[src/rtl/fetch_aligner_if.sv]
// rtl/fetch_aligner_if.sv - fetch-port and decode-port handshake bundle for fetch_aligner
// master drives fetch words, flush and decoder ready; slave is the aligner.
interface fetch_aligner_if;
   logic        i_flush;
   logic [31:0] i_flush_pc;
   logic        i_fetch_valid;
   logic        o_fetch_ready;
   logic [31:0] i_fetch_addr;
   logic [31:0] i_fetch_data;
   logic        o_inst_valid;
   logic        i_inst_ready;
   logic [31:0] o_inst;
   logic [31:0] o_inst_pc;
   logic        o_inst_rvc;

   modport master (
      output i_flush, i_flush_pc, i_fetch_valid, i_fetch_addr, i_fetch_data, i_inst_ready,
      input  o_fetch_ready, o_inst_valid, o_inst, o_inst_pc, o_inst_rvc
   );

   modport slave (
      input  i_flush, i_flush_pc, i_fetch_valid, i_fetch_addr, i_fetch_data, i_inst_ready,
      output o_fetch_ready, o_inst_valid, o_inst, o_inst_pc, o_inst_rvc
   );
endinterface

[src/rtl/fetch_aligner.sv]
// rtl/fetch_aligner.sv - halfword realignment queue turning fetch words into RVC/32-bit instructions
// Define FETCH_BYPASS_EN to decode straight from the incoming word when the queue is empty.
module fetch_aligner #(
   parameter int          HW_DEPTH = 8,
   parameter logic [31:0] RESET_PC = 32'h0000_0000
) (
   input logic            i_clk,
   input logic            i_rst,
   fetch_aligner_if.slave bus
);
   localparam int PW = $clog2(HW_DEPTH);
   typedef logic [PW-1:0] ptr_t;
   typedef logic [PW:0]   cnt_t;

   logic [15:0] hw_mem [HW_DEPTH];
   logic [30:0] pc_mem [HW_DEPTH];
   ptr_t        head, tail;
   cnt_t        count;
   logic [29:0] exp_addr;
   logic        skip_lo;

   logic        accept, push, use_bypass;
   logic [15:0] inc_hw [2];
   logic [30:0] inc_pc [2];
   logic [1:0]  inc_n;
   ptr_t        head_p1, tail_p1;
   logic [15:0] d_hw0, d_hw1;
   logic [30:0] d_pc0;
   logic        ge1, ge2, rvc, valid, pop;
   logic [1:0]  pop_n, wr_skip, wr_n, head_adv;
   logic        unused_bits;

   assign unused_bits = ^{bus.i_fetch_addr[1:0], bus.i_flush_pc[0]};

   assign bus.o_fetch_ready = (count <= cnt_t'(HW_DEPTH - 2)) && !bus.i_flush;
   assign accept = bus.i_fetch_valid && bus.o_fetch_ready;
   // A word off the expected address is stale (pre-redirect) and is swallowed without effect.
   assign push   = accept && (bus.i_fetch_addr[31:2] == exp_addr);

   always_comb begin
      inc_hw[0] = skip_lo ? bus.i_fetch_data[31:16] : bus.i_fetch_data[15:0];
      inc_hw[1] = bus.i_fetch_data[31:16];
      inc_pc[0] = {bus.i_fetch_addr[31:2], skip_lo};
      inc_pc[1] = {bus.i_fetch_addr[31:2], 1'b1};
      inc_n     = !push ? 2'd0 : (skip_lo ? 2'd1 : 2'd2);
   end

`ifdef FETCH_BYPASS_EN
   assign use_bypass = push && (count == '0);
`else
   assign use_bypass = 1'b0;
`endif

   assign head_p1 = head + 1'b1;
   assign tail_p1 = tail + 1'b1;

   always_comb begin
      d_hw0 = hw_mem[head];
      d_hw1 = hw_mem[head_p1];
      d_pc0 = pc_mem[head];
      ge1   = (count != '0);
      ge2   = (count > cnt_t'(1));
      if (use_bypass) begin
         d_hw0 = inc_hw[0];
         d_hw1 = inc_hw[1];
         d_pc0 = inc_pc[0];
         ge1   = 1'b1;
         ge2   = (inc_n == 2'd2);
      end
   end

   assign rvc   = (d_hw0[1:0] != 2'b11);
   assign valid = !bus.i_flush && ((ge1 && rvc) || ge2);
   assign pop   = valid && bus.i_inst_ready;
   assign pop_n = rvc ? 2'd1 : 2'd2;

   assign bus.o_inst_valid = valid;
   assign bus.o_inst       = valid ? (rvc ? {16'h0000, d_hw0} : {d_hw1, d_hw0}) : 32'h0;
   assign bus.o_inst_pc    = valid ? {d_pc0, 1'b0} : 32'h0;
   assign bus.o_inst_rvc   = valid && rvc;

   // Bypassed halfwords consumed this cycle are never written; only the remainder lands at tail.
   assign wr_skip  = (use_bypass && pop) ? pop_n : 2'd0;
   assign wr_n     = inc_n - wr_skip;
   assign head_adv = (pop && !use_bypass) ? pop_n : 2'd0;

   always_ff @(posedge i_clk) begin
      if (wr_n != 2'd0) begin
         hw_mem[tail] <= inc_hw[wr_skip[0]];
         pc_mem[tail] <= inc_pc[wr_skip[0]];
      end
      if (wr_n == 2'd2) begin
         hw_mem[tail_p1] <= inc_hw[1];
         pc_mem[tail_p1] <= inc_pc[1];
      end
   end

   always_ff @(posedge i_clk or posedge i_rst) begin
      if (i_rst) begin
         head     <= '0;
         tail     <= '0;
         count    <= '0;
         exp_addr <= RESET_PC[31:2];
         skip_lo  <= RESET_PC[1];
      end else if (bus.i_flush) begin
         head     <= '0;
         tail     <= '0;
         count    <= '0;
         exp_addr <= bus.i_flush_pc[31:2];
         skip_lo  <= bus.i_flush_pc[1];
      end else begin
         tail  <= tail + ptr_t'(wr_n);
         head  <= head + ptr_t'(head_adv);
         count <= count + cnt_t'(wr_n) - cnt_t'(head_adv);
         if (push) begin
            exp_addr <= exp_addr + 30'd1;
            skip_lo  <= 1'b0;
         end
      end
   end
endmodule

[src/flat_wrapper.sv]
// flat-port wrapper written by rule: the top's interface ports become plain ports
module fetch_aligner_flat 
#(
   parameter int          HW_DEPTH = 8,
   parameter logic [31:0] RESET_PC = 32'h0000_0000
)
  (i_clk, i_rst, bus_i_flush, bus_i_flush_pc, bus_i_fetch_valid, bus_i_fetch_addr, bus_i_fetch_data, bus_i_inst_ready, bus_o_fetch_ready, bus_o_inst_valid, bus_o_inst, bus_o_inst_pc, bus_o_inst_rvc);
  fetch_aligner_if bus_i ();
  input logic i_clk;
  input logic i_rst;
  input wire logic [$bits(bus_i.i_flush)-1:0] bus_i_flush;
  input wire logic [$bits(bus_i.i_flush_pc)-1:0] bus_i_flush_pc;
  input wire logic [$bits(bus_i.i_fetch_valid)-1:0] bus_i_fetch_valid;
  input wire logic [$bits(bus_i.i_fetch_addr)-1:0] bus_i_fetch_addr;
  input wire logic [$bits(bus_i.i_fetch_data)-1:0] bus_i_fetch_data;
  input wire logic [$bits(bus_i.i_inst_ready)-1:0] bus_i_inst_ready;
  output wire logic [$bits(bus_i.o_fetch_ready)-1:0] bus_o_fetch_ready;
  output wire logic [$bits(bus_i.o_inst_valid)-1:0] bus_o_inst_valid;
  output wire logic [$bits(bus_i.o_inst)-1:0] bus_o_inst;
  output wire logic [$bits(bus_i.o_inst_pc)-1:0] bus_o_inst_pc;
  output wire logic [$bits(bus_i.o_inst_rvc)-1:0] bus_o_inst_rvc;
  assign bus_i.i_flush = bus_i_flush;
  assign bus_i.i_flush_pc = bus_i_flush_pc;
  assign bus_i.i_fetch_valid = bus_i_fetch_valid;
  assign bus_i.i_fetch_addr = bus_i_fetch_addr;
  assign bus_i.i_fetch_data = bus_i_fetch_data;
  assign bus_i.i_inst_ready = bus_i_inst_ready;
  assign bus_o_fetch_ready = bus_i.o_fetch_ready;
  assign bus_o_inst_valid = bus_i.o_inst_valid;
  assign bus_o_inst = bus_i.o_inst;
  assign bus_o_inst_pc = bus_i.o_inst_pc;
  assign bus_o_inst_rvc = bus_i.o_inst_rvc;
  fetch_aligner #(.HW_DEPTH(HW_DEPTH), .RESET_PC(RESET_PC)) u_core (.i_clk(i_clk), .i_rst(i_rst), .bus(bus_i));
endmodule
[config.mk]
export PLATFORM = sky130hd
export DESIGN_NAME = fetch_aligner_flat
export DESIGN_NICKNAME = d
export VERILOG_FILES = /design/src/rtl/fetch_aligner_if.sv /design/src/rtl/fetch_aligner.sv /design/src/flat_wrapper.sv
export SDC_FILE = /design/constraint.sdc
export NUM_CORES = 1
export LEC_CHECK = 0
export BUFFER_PORTS_ARGS = -buffer_cell sky130_fd_sc_hd__buf_2
export CAP_MARGIN = 20
export CORE_ASPECT_RATIO = 1.75
export CORE_MARGIN = 10
export CORE_UTILIZATION = 60
export CTS_CLUSTER_DIAMETER = 150
export DETAILED_ROUTE_END_ITERATION = 7
export PLACE_DENSITY = 0.85
export SYNTH_ARGS = -nofsm -noshare
export SYNTH_HDL_FRONTEND = slang
export SYNTH_SLANG_ARGS = --single-unit
[constraint.sdc]
create_clock -name i_clk -period 9.5 [get_ports i_clk]
set_clock_uncertainty 0.2 [all_clocks]
set_input_delay 1.425 -clock i_clk [delete_from_list [all_inputs] [get_ports i_clk]]
set_output_delay 1.425 -clock i_clk [all_outputs]
set_load 0.05 [all_outputs]
Word level (Yosys, flattened, before mapping). Memory sizes are Yosys's and may differ from the RTL's. Index checks and enable logic that the tools add are counted. Widths: inputs -> output; s select.

$add $sub $neg: 7. Magnitude comparators: 2. Eq/ne operators: 3. Multiplexer cells: 19. Reduce and logical (&&, ||, !) cells: 12.

Operators by type and width (number): $mux 32 (3); $mux 30 (2); $add 30x1->30 const B (1); $eq 30x30->1 (1); $mux 16 (1); $mux 2 (4); $logic_and 1x1->1 (7); $add 3x1->3 const B (2); $add 3x2->3 (2); $mux 1 (6); $mux 3 (2); $add 4x2->4 (1); $gt 4x1->1 const B (1); $le 4x3->1 const B (1); $mux 4 (1); $reduce_bool 2->1 (2); $reduce_bool 4->1 (1); $sub 4x2->4 (1); $eq 2x2->1 const B (1); $ne 2x2->1 const B (1); $logic_not 1->1 (1); $logic_or 1x1->1 (1).

Register bits after elaboration: 41. Bits in writable memories: 376. Logic and storage cells: 50. Memories kept: 2.

Memory list: u_core.pc_mem (depth 8, bits a word 31, rd ports 1, clocked after Yosys merged registers in 0, wr ports 2, RTL line fetch_aligner.sv:16) `logic [30:0] pc_mem [HW_DEPTH];`; u_core.hw_mem (depth 8, bits a word 16, rd ports 2, clocked after Yosys merged registers in 0, wr ports 2, RTL line fetch_aligner.sv:15) `logic [15:0] hw_mem [HW_DEPTH];`.

Depth between registers and ports, before layout. An unclocked memory read counts as a cell.

Depth after elaboration: 9. Gate-level depth with buffers: 15. Gate-level depth less buffers: 14.

Least setup slack after synthesis. OpenSTA, ideal clock, no wires.

Path kind: input to register. From: input port bus_i_flush. To: memory u_core.hw_mem[0][0], enable pin. Arrival: 4547 ps. Data required time: 8875 ps. Setup slack: 4328 ps. Stages on the path: 8. Path buffers: 3. Cell sequence: clkbuf_1 inv_1 o21a_1 and2_0 clkbuf_1 nand4_1 o22ai_1 clkbuf_1.

RTL lines: start: declaration (RTL line flat_wrapper.sv:11) `input wire logic [$bits(bus_i.i_flush)-1:0] bus_i_flush;`; end: declaration (RTL line fetch_aligner.sv:15).

Worst setup path after layout.
From: register u_core.head[1]. To: output port bus_o_inst_pc[16].

Cells in the longest elaborated chain, start to end: 6.

Ends and longest elaborated chain: start: declaration (RTL line fetch_aligner.sv:17) `ptr_t head, tail;`; start signal: assignment (RTL line fetch_aligner.sv:113) `head <= head + ptr_t'(head_adv);`; $mem_v2 8x16; $ne 2x2->1 (RTL line fetch_aligner.sv:72) `assign rvc = (d_hw0[1:0] != 2'b11);`; $logic_and 1x1->1 (RTL line fetch_aligner.sv:73) `assign valid = !bus.i_flush && ((ge1 && rvc) || ge2);`; $logic_or 1x1->1 (RTL line fetch_aligner.sv:73); $logic_and 1x1->1 (RTL line fetch_aligner.sv:73); $mux 32 * (RTL line fetch_aligner.sv:79) `assign bus.o_inst_pc = valid ? {d_pc0, 1'b0} : 32'h0;`; end: declaration (RTL line flat_wrapper.sv:20) `output wire logic [$bits(bus_i.o_inst_pc)-1:0] bus_o_inst_pc;`.

Every way passes the cells marked *; elsewhere a longest branch is shown, timed or not.

==> impl_summary.log <==
INFO  metric timing_max_transition_violations_final = 0
INFO  metric detailroute.via_count = 15032
INFO  metric rsz0062_at_grt = no
INFO  metric post-cts-setup-buffer-count = 0
INFO  metric post-route-cell-area = 0.02440 mm2
INFO  metric critical_path_arrival = 4.86 ns
INFO  metric drt-total-wl = 57590 um
INFO  metric place_inst = 2228
INFO  metric post_layout_minimum_cycle_time = 6.481 ns
INFO  metric ys_ff_latch = 417
INFO  metric fraction_of_layout_cells_with_a_size_suffix_above_1 = 22.58%
INFO  metric drt_iter0_drc = 1694
INFO  metric dpl_worst_slack = 3.303 ns
INFO  metric start_util = 60.33%
INFO  metric clock-sinks = 417
INFO  metric post_synth_inst_count = 1704
INFO  metric hold_buffers_post_cts = 0
INFO  metric netlist_area = 0.02167 mm2
INFO  metric dieArea = 0.04442 mm2
INFO  metric chipHeight = 271.4 um
INFO  metric worst_setup_path_end_kind = primary output
INFO  metric vdd_ir_drop_max = 0.1278 mV
INFO  metric totalNegativeSetupSlack = 0 ns
INFO  metric final_antenna_net_count = 0
INFO  metric top_level_ports = 168
INFO  metric worstSetupStartpointType = register
INFO  metric max_stage_delay = 1.10 ns
INFO  metric cp_max_fo = 64
INFO  metric cts_max_level = 2
INFO  metric placed_area = 0.02288 mm2
INFO  metric max-cap-violations = 0
INFO  metric routed-wl-met2 = 30670 um
INFO  metric synthesis.nets = 1821
INFO  metric multi_input_area = 0.008927 mm2
INFO  metric area_growth_syn_to_layout = 12.59%
INFO  metric core.rowCount = 92
INFO  metric yosys_warnings = 0
INFO  metric timing.final.crit_share = 68.22%
INFO  metric route.detailed.drc = 0
INFO  metric cpLargestDelayFamily = buffers and inverters
INFO  metric avgRoutedWirePerCell = 24.92 um
INFO  metric sequential_share_of_the_synthesized_area = 56.47%
INFO  metric crit_top_cell = sky130_fd_sc_hd__buf_4
INFO  metric maxClockFrequency = 0.1543 GHz
INFO  metric placement.io_buffers = 163
INFO  metric synthDominantAreaCellType = sky130_fd_sc_hd__edfxtp_1
INFO  metric worstHoldPathType = reg2reg
INFO  metric synth.distinct_cells = 57
INFO  metric design_power_total = 0.004412 W
INFO  metric critical_path.n_buffers_inverters = 3
INFO  metric timing.critical_path.required = 7.88 ns
INFO  metric setup_ws = 3.019 ns
INFO  metric cts_inserted_buffers = 37
INFO  metric tritoncts = yes
INFO  metric path_class = reg2out
INFO  metric cts_resized = 0
INFO  metric synth-async-reset-ratio = 9.832%
INFO  metric hpwlAfterDp = 36560 um
INFO  metric synthesis.area_per_instance = 12.72 um2
INFO  metric final_hold_viol_count = 0
INFO  metric drt-pass1-iter-count = 6
INFO  metric largest_net_degree_at_the_start_of_global_routing = 65
INFO  metric total_leakage_power = 8.275 nW
INFO  metric horizontal_extent_of_the_die = 163.7 um
INFO  metric insertion_delay = 0.55 ns
INFO  metric grt_first_pass_wirelength = 87670 um
INFO  metric max_slew.worst_pin.slew = 1.212 ns
INFO  metric grt_pass1_vias = 15584
INFO  metric highest-signal-layer = met5
INFO  metric final_cells = 2311
INFO  metric synth.top_cell.area_share = 51.00%
INFO  metric clkSlewWorstSetupHoldPaths = 0.07 ns
INFO  metric cts_max_path_buffers = 3
INFO  metric track_usage = 25.52%
INFO  metric critical_path.cell_chain = buf_4 > mux4_2 > nand3_1 > o21a_1 > a21oi_1 > or3_2 > buf_4 > nor2_1 > buf_2
INFO  metric final-setup-viol-count = 0
INFO  metric detailroute.wirelength.met3 = 5440 um
INFO  metric place_congestion = 0.8829
INFO  metric final_nets = 1926
INFO  metric via_per_inst = 6.505
INFO  metric final-seq-area = 0.01225 mm2
INFO  metric timing.critical_path.slowest_stage_cell = sky130_fd_sc_hd__dfrtp_4
INFO  metric synth_enable_flop_cells = 368
INFO  metric ys.flop_type = sky130_fd_sc_hd__edfxtp_1
INFO  metric fillCellCount = 2473
INFO  metric antenna_found_initial = 5
INFO  metric fp.coreArea = 0.03591 mm2
INFO  metric relSlewSlack = 18.96%
INFO  metric run_status = complete, no violations
INFO  metric ys_top_cells_by_area = sky130_fd_sc_hd__edfxtp_1 51%, sky130_fd_sc_hd__mux4_2 13%, sky130_fd_sc_hd__and2_1 7.1%, sky130_fd_sc_hd__dfrtp_1 4.7%, sky130_fd_sc_hd__nor2_1 3.6%
INFO  metric cts_root_buffer = sky130_fd_sc_hd__clkbuf_16
INFO  metric powerDensity = 180.8 mW/mm2
INFO  metric grt_overflow_total = 0
INFO  metric met1Wirelength = 19110 um
[cell type report]
| type | instances | area share [%] |
|---|---|---|
| tap | 470 | 2.410 |
| timing repair buffer | 196 | 4.995 |
| antenna | 3 | 0.03077 |
| sequential | 417 | 50.20 |
| clock inverter | 22 | 1.123 |
| inverter | 35 | 0.5385 |
| clock buffer | 46 | 4.108 |
| multi-input combinational | 1122 | 36.59 |
[metrics by stage]
| stage | utilization, % | hold slack, ns |
|---|---|---|
| global placement | 63.65 | 0.2833 |
| detailed placement | 63.70 | 0.3079 |
| finish | 67.93 | 0.3244 |
| CTS | 67.25 | 0.3274 |
| floorplan | - | 0.2685 |
| global route | 67.93 | 0.3429 |
[kinds of logic after synthesis]
group                    Yosys count  share of synthesized area (%)
flip-flops                       417                          56.47
XOR/XNOR                          38                          1.536
AND/OR/NAND/NOR                  622                          14.84
adder cells (fa/ha/maj)           16                          1.062
other                              1                        0.01731
multiplexers                     190                          16.05
AO/OA/AOI/OAI                    255                          7.068
buffers and inverters            165                          2.951
[synthesized netlist by cell type, drive strengths merged, types with 2 or more instances]
library cell,count
and3,5
fa,4
mux4,126
edfxtp,368
nor2b,7
a22oi,7
buf,49
o211ai,6
o31a,3
and4,2
inv,35
or3,11
o22ai,8
nand4b,4
a21oi,163
o31ai,8
o21ai,16
dfxtp,8
nand3,21
o21bai,8
nor4,3
nand2,73
clkbuf,81
nand2b,4
a21o,8
xnor2,35
nor2,207
dfrtp,41
ha,12
mux2i,64
a32o,2
a32oi,3
o41ai,4
o21a,4
or2,2
o21ba,3
o311ai,9
or4,8
nand4,22
and2,246
xor2,3
nor3,4
[layout by cell type, fill, tap and decap left out, types with 5 or more instances in the layout]
master	netlist	final
sky130_fd_sc_hd__a21o_1	8	8
sky130_fd_sc_hd__a21oi_1	153	153
sky130_fd_sc_hd__a21oi_2	10	10
sky130_fd_sc_hd__a22oi_1	7	7
sky130_fd_sc_hd__and2_1	245	245
sky130_fd_sc_hd__and3_1	5	5
sky130_fd_sc_hd__buf_2	7	163
sky130_fd_sc_hd__buf_4	1	20
sky130_fd_sc_hd__bufinv_16	0	6
sky130_fd_sc_hd__clkbuf_1	81	7
sky130_fd_sc_hd__clkbuf_16	0	39
sky130_fd_sc_hd__clkinv_2	0	8
sky130_fd_sc_hd__dfrtp_1	41	38
sky130_fd_sc_hd__dfxtp_1	8	8
sky130_fd_sc_hd__edfxtp_1	368	368
sky130_fd_sc_hd__ha_1	12	11
sky130_fd_sc_hd__inv_1	35	34
sky130_fd_sc_hd__mux2i_1	64	64
sky130_fd_sc_hd__mux4_2	126	126
sky130_fd_sc_hd__nand2_1	73	73
sky130_fd_sc_hd__nand3_1	20	20
sky130_fd_sc_hd__nand4_1	22	22
sky130_fd_sc_hd__nor2_1	207	207
sky130_fd_sc_hd__nor2b_1	7	7
sky130_fd_sc_hd__o211ai_1	6	6
sky130_fd_sc_hd__o21ai_0	16	16
sky130_fd_sc_hd__o21bai_1	8	8
sky130_fd_sc_hd__o22ai_4	0	8
sky130_fd_sc_hd__o311ai_0	9	9
sky130_fd_sc_hd__o31ai_1	8	8
sky130_fd_sc_hd__or3_1	11	10
sky130_fd_sc_hd__or4_1	8	8
sky130_fd_sc_hd__xnor2_1	35	34
[final timing paths]
check	start	end	slack, ns	cells past startpoint
min in group asynchronous	i_rst	u_core.exp_addr[8]$_DFFE_PP0P_	0.79	3
setup reg to reg	u_core.head[1]$_DFF_PP0_	u_core.count[3]$_DFF_PP0_	4.03	14
max in group asynchronous	i_rst	u_core.head[1]$_DFF_PP0_	7.84	3
hold / removal	u_core.pc_mem[2][0]$_SDFFE_PP1P_	u_core.pc_mem[2][0]$_SDFFE_PP1P_	0.32	2
setup / recovery	u_core.head[1]$_DFF_PP0_	bus_o_inst_pc[16]	3.02	9
hold reg to reg	u_core.pc_mem[2][0]$_SDFFE_PP1P_	u_core.pc_mem[2][0]$_SDFFE_PP1P_	0.32	2
[flip-flops by register name (all words and copies together), names as in the netlist]
register / cells
u_core.skip_lo: 1
u_core.hw_mem: 128
u_core.head: 3
u_core.count: 4
u_core.exp_addr: 30
u_core.tail: 3
u_core.pc_mem: 248
[power by group]
group,internal [W],leakage (nW),switching [W]
logic,0.000291,4.00,0.000462
clock network,0.000920,0.621,0.000676
registers,0.00200,3.66,0.0000613
total,0.00321,8.28,0.00120
[worst min-delay path, delay by kind of cell, from the launching register on]
| family | cells | cell delay (ns) |
|---|---|---|
| flip-flops | 1 | 0.33 |
| AO/OA/AOI/OAI | 2 | 0.16 |
[per-layer routing]
metal,global-route usage [%],vias to the layer above
met4,11.51,2
met2,45.34,944
li1,-,6513
met3,4.623,190
met1,29.11,7383
met5,0,-
(Power assumes the default switching activity.)
